==> src/rtl/mem_bus_arbiter_pkg.sv <==
// Shared types for the unified-memory arbiter: bus commands, access sizes,
// client identifiers and the per-tag ownership record.
package mem_bus_arbiter_pkg;

    localparam int XLEN     = 32;
    localparam int TAG_W    = 4;
    localparam int NUM_TAGS = 15;

    typedef enum logic [1:0] {
        BUS_NONE  = 2'h0,
        BUS_LOAD  = 2'h1,
        BUS_STORE = 2'h2
    } BUS_COMMAND;

    typedef enum logic [1:0] {
        BYTE   = 2'h0,
        HALF   = 2'h1,
        WORD   = 2'h2,
        DOUBLE = 2'h3
    } MEM_SIZE;

    typedef enum logic {
        ARB_ICACHE = 1'b0,
        ARB_DCACHE = 1'b1
    } ARB_CLIENT;

    typedef struct packed {
        logic      valid;
        ARB_CLIENT owner;
    } TAG_OWNER_ENTRY;

endpackage

==> src/rtl/mem_tag_owner_table.sv <==
// Records which client owns each outstanding load tag (1..15).
// A clear and a set to the same tag in one cycle leaves the entry set, so a
// tag recycled by memory in the cycle it returns goes to the new owner.
module mem_tag_owner_table
    import mem_bus_arbiter_pkg::*;
(
    input  logic                 clock,
    input  logic                 reset,
    input  logic                 set_en_i,
    input  logic [TAG_W-1:0]     set_tag_i,
    input  ARB_CLIENT            set_owner_i,
    input  logic                 clr_en_i,
    input  logic [TAG_W-1:0]     clr_tag_i,
    input  logic [TAG_W-1:0]     lookup_tag_i,
    output TAG_OWNER_ENTRY       lookup_o
);

    TAG_OWNER_ENTRY table_q [1:NUM_TAGS];
    TAG_OWNER_ENTRY table_d [1:NUM_TAGS];

    // Next table contents: clear the returning tag first, then apply a new grant.
    always_comb begin
        table_d = table_q;
        if (clr_en_i && (clr_tag_i != '0)) begin
            table_d[clr_tag_i].valid = 1'b0;
        end
        if (set_en_i && (set_tag_i != '0)) begin
            table_d[set_tag_i].valid = 1'b1;
            table_d[set_tag_i].owner = set_owner_i;
        end
    end

    // Tag 0 is never stored, so it always looks up as unowned.
    always_comb begin
        lookup_o = '0;
        if (lookup_tag_i != '0) begin
            lookup_o = table_q[lookup_tag_i];
        end
    end

    // Table storage with synchronous active-low clear.
    always_ff @(posedge clock) begin
        if (!reset) begin
            for (int i = 1; i <= NUM_TAGS; i++) begin
                table_q[i] <= '0;
            end
        end else begin
            table_q <= table_d;
        end
    end

endmodule

==> src/rtl/mem_bus_arbiter.sv <==
// Arbitrates the I-cache and D-cache miss paths onto the single memory port,
// tracks load-tag ownership and steers returning data to the owning client.
module mem_bus_arbiter
    import mem_bus_arbiter_pkg::*;
#(
    parameter int MAX_OUT_I = 4,
    parameter int MAX_OUT_D = 8
) (
    input  logic                 clock,
    input  logic                 reset,
    input  logic [1:0]           ic_command,
    input  logic [XLEN-1:0]      ic_addr,
    output logic [TAG_W-1:0]     ic_response,
    output logic                 ic_rd_valid,
    output logic [TAG_W-1:0]     ic_rd_tag,
    output logic [63:0]          ic_rd_data,
    input  logic [1:0]           dc_command,
    input  logic [XLEN-1:0]      dc_addr,
    input  logic [63:0]          dc_data,
    input  logic [1:0]           dc_size,
    output logic [TAG_W-1:0]     dc_response,
    output logic                 dc_rd_valid,
    output logic [TAG_W-1:0]     dc_rd_tag,
    output logic [63:0]          dc_rd_data,
    output logic [1:0]           proc2mem_command,
    output logic [XLEN-1:0]      proc2mem_addr,
    output logic [63:0]          proc2mem_data,
    output logic [1:0]           proc2mem_size,
    input  logic [TAG_W-1:0]     mem2proc_response,
    input  logic [63:0]          mem2proc_data,
    input  logic [TAG_W-1:0]     mem2proc_tag,
    output logic                 spurious_tag
);

    localparam logic [3:0] MAX_I = 4'(MAX_OUT_I);
    localparam logic [3:0] MAX_D = 4'(MAX_OUT_D);

    ARB_CLIENT      rr_last_q, rr_last_d;
    logic [3:0]     ic_cnt_q, ic_cnt_d;
    logic [3:0]     dc_cnt_q, dc_cnt_d;
    logic           spurious_q;
    logic           ic_rd_valid_q, dc_rd_valid_q;
    logic [TAG_W-1:0] ic_rd_tag_q, dc_rd_tag_q;
    logic [63:0]    ic_rd_data_q, dc_rd_data_q;

    logic           ic_elig, dc_elig, grant_ic, grant_dc;
    logic           accepted, win_load, set_en;
    ARB_CLIENT      winner;
    TAG_OWNER_ENTRY lookup;
    logic           ret_hit, ret_miss;
    logic           ic_inc, ic_dec, dc_inc, dc_dec;

    mem_tag_owner_table u_owner_table (
        .clock        (clock),
        .reset        (reset),
        .set_en_i     (set_en),
        .set_tag_i    (mem2proc_response),
        .set_owner_i  (winner),
        .clr_en_i     (ret_hit),
        .clr_tag_i    (mem2proc_tag),
        .lookup_tag_i (mem2proc_tag),
        .lookup_o     (lookup)
    );

    // Pick at most one client per cycle and drive its command to memory.
    always_comb begin
        ic_elig = (ic_command != BUS_NONE) &&
                  ((ic_command == BUS_STORE) || (ic_cnt_q < MAX_I));
        dc_elig = (dc_command != BUS_NONE) &&
                  ((dc_command == BUS_STORE) || (dc_cnt_q < MAX_D));
        grant_dc = reset && dc_elig && (!ic_elig || (rr_last_q == ARB_ICACHE));
        grant_ic = reset && ic_elig && !grant_dc;

        proc2mem_command = BUS_NONE;
        proc2mem_addr    = '0;
        proc2mem_data    = '0;
        proc2mem_size    = '0;
        ic_response      = '0;
        dc_response      = '0;
        if (grant_dc) begin
            proc2mem_command = dc_command;
            proc2mem_addr    = dc_addr;
            proc2mem_data    = dc_data;
            proc2mem_size    = dc_size;
            dc_response      = mem2proc_response;
        end else if (grant_ic) begin
            proc2mem_command = ic_command;
            proc2mem_addr    = ic_addr;
            proc2mem_size    = DOUBLE;
            ic_response      = mem2proc_response;
        end

        accepted = (grant_dc || grant_ic) && (mem2proc_response != '0);
        winner   = grant_dc ? ARB_DCACHE : ARB_ICACHE;
        win_load = grant_dc ? (dc_command == BUS_LOAD) : (ic_command == BUS_LOAD);
        set_en   = accepted && win_load;
    end

    // Classify the returning tag and compute fairness/counter updates.
    always_comb begin
        ret_hit  = reset && (mem2proc_tag != '0) && lookup.valid;
        ret_miss = reset && (mem2proc_tag != '0) && !lookup.valid;

        rr_last_d = accepted ? winner : rr_last_q;

        ic_inc = set_en && (winner == ARB_ICACHE) && (ic_cnt_q != 4'hF);
        dc_inc = set_en && (winner == ARB_DCACHE) && (dc_cnt_q != 4'hF);
        ic_dec = ret_hit && (lookup.owner == ARB_ICACHE) && (ic_cnt_q != 4'h0);
        dc_dec = ret_hit && (lookup.owner == ARB_DCACHE) && (dc_cnt_q != 4'h0);

        ic_cnt_d = ic_cnt_q + 4'(ic_inc) - 4'(ic_dec);
        dc_cnt_d = dc_cnt_q + 4'(dc_inc) - 4'(dc_dec);
    end

    // Registered state and the one-cycle return path to each client.
    always_ff @(posedge clock) begin
        if (!reset) begin
            rr_last_q     <= ARB_ICACHE;
            ic_cnt_q      <= '0;
            dc_cnt_q      <= '0;
            spurious_q    <= 1'b0;
            ic_rd_valid_q <= 1'b0;
            ic_rd_tag_q   <= '0;
            ic_rd_data_q  <= '0;
            dc_rd_valid_q <= 1'b0;
            dc_rd_tag_q   <= '0;
            dc_rd_data_q  <= '0;
        end else begin
            rr_last_q     <= rr_last_d;
            ic_cnt_q      <= ic_cnt_d;
            dc_cnt_q      <= dc_cnt_d;
            spurious_q    <= spurious_q | ret_miss;
            ic_rd_valid_q <= ret_hit && (lookup.owner == ARB_ICACHE);
            dc_rd_valid_q <= ret_hit && (lookup.owner == ARB_DCACHE);
            if (ret_hit && (lookup.owner == ARB_ICACHE)) begin
                ic_rd_tag_q  <= mem2proc_tag;
                ic_rd_data_q <= mem2proc_data;
            end
            if (ret_hit && (lookup.owner == ARB_DCACHE)) begin
                dc_rd_tag_q  <= mem2proc_tag;
                dc_rd_data_q <= mem2proc_data;
            end
        end
    end

    assign ic_rd_valid  = ic_rd_valid_q;
    assign ic_rd_tag    = ic_rd_tag_q;
    assign ic_rd_data   = ic_rd_data_q;
    assign dc_rd_valid  = dc_rd_valid_q;
    assign dc_rd_tag    = dc_rd_tag_q;
    assign dc_rd_data   = dc_rd_data_q;
    assign spurious_tag = spurious_q;

endmodule
==> config.mk <==
export PLATFORM = sky130hd
export DESIGN_NAME = mem_bus_arbiter
export DESIGN_NICKNAME = d
export VERILOG_FILES = /design/src/rtl/mem_bus_arbiter_pkg.sv /design/src/rtl/mem_tag_owner_table.sv /design/src/rtl/mem_bus_arbiter.sv
export SDC_FILE = /design/constraint.sdc
export NUM_CORES = 1
export LEC_CHECK = 0
export CORE_AREA = 4 4 174 176
export CTS_CLUSTER_DIAMETER = 150
export CTS_CLUSTER_SIZE = 25
export DETAILED_ROUTE_END_ITERATION = 12
export DIE_AREA = 0 0 178 180
export HOLD_SLACK_MARGIN = 0.1
export PLACE_DENSITY_LB_ADDON = 0.3
export SYNTH_ARGS = -nofsm -noshare
export SYNTH_HDL_FRONTEND = slang
export SYNTH_SLANG_ARGS = --single-unit
==> constraint.sdc <==
create_clock -name clock -period 4 [get_ports clock]
set_input_delay 0.8 -clock clock [delete_from_list [all_inputs] [get_ports clock]]
set_output_delay 0.8 -clock clock [all_outputs]
set_load 0.01 [all_outputs]
==> impl.org, run 1 <==
** Route
- Number of DRC markers after the initial detailed-route iteration :: 394
- The final route contains 8,399 vias.
- In the routed layout, each cell is associated on average with a via count of 4.59.
- Summed over all layers, the routed wires come to 32,600 um.
- Post-detailed-route wirelength per cell :: 17.8 um
- For this run, the detailed router's first-pass iteration total came to 4.
- Post-route DRC violation count :: 0
- Once detail routing completed, the nets flagged for antenna violations numbered 0.

** Die
- During I/O placement, the number of pins put on the boundary was 455.
- The floorplan step set the die width to 178 um.
- Std-Cell Rows :: 62
- The floorplan step defined a core boundary enclosing 28,600 um^2.
- Die footprint :: 32,000 um^2
- Die Span Y :: 180 um
- For this configuration, the core starts out at a cell density of 29.6%.

** Logic synthesis
- A synthesized cell averages 8.57 um^2.
- Summing every instance area after synthesis gives 8480 um^2.
- By area, the combinational part of the netlist is dominated by simple AND/OR/NAND/NOR gates.
- Top cells by area, synth :: dfxtp_1 42%, mux2i_1 16%, nand2_1 13%
- The cell count after synthesis came out at 989.
- Yosys top cell area share :: 42.0%
- Of the post-synthesis cell area, the part taken by muxes is 18.2%.
- Number of different library cells in the post-synthesis netlist :: 53
- Synthesized-area fraction occupied by xor and xnor cells :: 0.413%
- Flop and latch count out of synthesis :: 178
- After synthesis, the share of flip-flops with an asynchronous set or reset is 0%.
- Counting instances in the post-synthesis netlist gives the leading cell types as 286 x nand2_1, 178 x dfxtp_1, 137 x mux2i_1.
- Compound-cell area share of the yosys netlist :: 8.78%
- The Yosys step of the flow raised 0 warnings.
- Most common cell in the synthesized netlist :: nand2_1
- Sequential-to-total area share from yosys stat :: 42.0%
- Yosys mapped a number of flops with a built-in enable equal to 0.
- Simple-Gate Fraction of Synth Area :: 22.4%
- Post-synthesis adder-cell area fraction :: 2.39%
- The most used flip-flop cell after synthesis is dfxtp_1.
- Cell type with the highest aggregate area in the netlist :: dfxtp_1
- Synthesized Nets :: 1,212

** Placed design
- Detailed placement finished with a half-perimeter wire length of 25,800 um.
- The placed instances occupy a cell area of 13,600 um^2.
- Port buffering added 454 buffers.
- Routability-driven placement finished with a final weighted congestion of 0.869.

** Critical path
- CP Data Required Time :: 3200 ps
- Setup slack on the worst reg-to-reg path comes out at 560 ps.
- Largest driver fanout on the critical path :: 24
- The critical path is of the input port to primary output type.
- STA classifies the critical path startpoint as an input port.
- CP endpoint kind :: primary output
- For the worst setup path, the data arrival time is 3170 ps.

** Flow run
- Max Cap Violations :: 0

** Global routing
- The first global-routing pass estimated 47,900 um of wire.
- The via count of the first global-routing pass came to 8,289.
- The number of antenna violations at the first check in global routing is 1.
- Across every metal layer, demand over resource in global routing totals 19.2%.
- Entering global routing, the biggest net connects 228 pins.
- For this run the aggregate overflow at the end of global routing stands at 0.

** STA
- Tightest hold margin :: 457 ps
- Final-layout setup total negative slack :: 0 ps
- Upper clock frequency limit :: 252 MHz
- The final critical path takes up 99.4% of the cycle.
- Setup repair after global routing could not meet its margin everywhere.
- Setup violations remaining at the end of the flow were counted as 0.
- Pins over their slew limit :: 0
- Min Tclk post-route :: 3970 ps
- The number of hold violations in the final report was 0.
- Pin slew with the least headroom to its limit :: 1010 ps
- Slew headroom :: 32.5%
- On the final layout, the worst clock skew is 22.6 ps.

** Final layout
- Nets@finish :: 1,655
- Cell area after layout :: 14,300 um^2
- Number of antenna cells inserted :: 0
- Fraction of final layout cells sized beyond drive strength 1 :: 6.78%
- The area growth from synthesis to layout is 69.0%.
- Cells fill 50.1% of the core in the end.

** Clocking
- Clock tree from TritonCTS :: yes
- At the later pin of the worst-skew pair, clock insertion delay measures 440 ps.
- Clk pin slew, worst setup/hold paths :: 70 ps
- CTS H-Tree Depth :: 4
- Hold_buf cts :: 0
- Sinks on Clock Net :: 178
- Clock tree root driver cell :: clkbuf_16
- Number of clock buffers inserted by TritonCTS :: 17
- The clock passes through at most 2 buffers.

** Power
- In this run the power density over the cells is 364 nW/um^2.
- Static power due to leakage :: 6.56 nW
- Across the VDD grid, the largest voltage drop is 0.000279 V.

** Run status
- The flow ran to the end, and the final reports show no timing, DRC or antenna violations.

** Min path
- HP Class :: flip-flop to flip-flop
-- worst paths after layout --
check | from | endpoint | cells past startpoint
worst max register to register | ic_cnt_q[2] | dc_cnt_q[2] | 18
worst min-delay path | ic_rd_data[5] | ic_rd_data[5] | 2
worst max-delay path | ic_command[0] | proc2mem_data[45] | 8
worst min register to register | ic_rd_data[5] | ic_rd_data[5] | 2
-- critical path: stages --
cell,delay (ps)
clkdlybuf4s50_1,530
mux2_4,330
a2111oi_4,320
buf_4,180
buf_12,140
buf_16,150
and2_1,130
clkdlybuf4s50_1,570
-- placed cells by master, fill, tap and decap left out, types with 3 or more instances in the layout --
cell | Yosys | final
clkdlybuf4s50_1 | 0 | 392
nand2_1 | 286 | 286
dfxtp_1 | 178 | 178
mux2i_1 | 137 | 137
and2_1 | 77 | 77
o21ai_0 | 50 | 50
dlygate4sd2_1 | 0 | 36
nor2_1 | 34 | 34
buf_4 | 7 | 29
inv_1 | 25 | 25
dlymetal6s2s_1 | 0 | 25
clkbuf_16 | 0 | 19
o21a_1 | 17 | 17
buf_12 | 2 | 14
ha_1 | 13 | 13
o211ai_1 | 12 | 12
nand3_1 | 8 | 8
a31oi_1 | 8 | 8
mux4_2 | 6 | 6
a41oi_1 | 6 | 6
nor2b_1 | 5 | 5
nand2b_1 | 4 | 4
a21o_1 | 4 | 4
inv_6 | 0 | 4
xnor2_1 | 3 | 3
o311ai_0 | 3 | 3
clkinv_4 | 0 | 3
-- report_power, final --
| group | switching, mW | total, mW | internal [mW] | leakage, nW |
|---|---|---|---|---|
| sequential | 0.0566 | 1.93 | 1.87 | 1.45 |
| combinational | 0.731 | 1.60 | 0.871 | 4.83 |
| clock | 0.779 | 1.68 | 0.904 | 0.287 |
-- through the flow --
| stage | setup WS [ps] | instances | total power, mW |
|---|---|---|---|
| floorplan | 527 | 989 | 2.66 |
| global placement | -90.8 | 1790 | 3.58 |
| detailed placement | -97.4 | 1790 | 3.59 |
| CTS | 0.431 | 1823 | 5.26 |
| global route | -35.6 | 1829 | 5.47 |
| finish | 25.9 | 1829 | 5.22 |
-- final cells by class --
cell class                 instances  area [um^2]
clock buffer                      18          439
multi-input combinational        708         4440
fill                            2667        14300
timing repair buffer             501         5150
sequential                       178         3560
inverter                          26         97.6
tap                              384          480
clock inverter                    14          161
-- kinds of logic after synthesis --
kind of cell / count (synthesis)
AOI/OAI and AO/OA: 114
xor gates and xnor gates: 4
adders and majority gates: 15
buffers and inverters: 103
DFF: 178
muxes: 146
and+or+nand+nor: 429
-- routing by layer --
layer  wire [um]  track usage, %  up-vias  part of all wire, %
met5          13               0        -                0.040
met1       12500            21.2     3863                   38
met4         937            6.40        2                  2.9
met3        2470            5.38       47                  7.6
li1            -               -     4166                    -
met2       16700            35.0      321                   51
-- registers in the layout, indices dropped and copies added (netlist names), 4 cells and up --
signal,flops
dc_rd_data,64
ic_rd_tag,4
ic_rd_data,64
ic_cnt_q,4
dc_cnt_q,4
u_owner_table.table_q,30
dc_rd_tag,4
-- repair_timing --
action                     in CTS  in global routing
setup endpoints to repair      66                 45
pin swaps                       0                  1
resized for setup              38                 26
setup buffers                   1                  4
gates cloned                    0                  2
(Power assumes the default switching activity.)
==> inputs of run 2 (changes only) <==
--- a/config.mk
+++ b/config.mk
@@ -12,6 +12,7 @@
 export DIE_AREA = 0 0 178 180
 export HOLD_SLACK_MARGIN = 0.1
 export PLACE_DENSITY_LB_ADDON = 0.3
+export SLEW_MARGIN = 15
 export SYNTH_ARGS = -nofsm -noshare
 export SYNTH_HDL_FRONTEND = slang
 export SYNTH_SLANG_ARGS = --single-unit
==> results of run 2 <==
The final DEF is identical to that of run 1; final timing and power are the same.
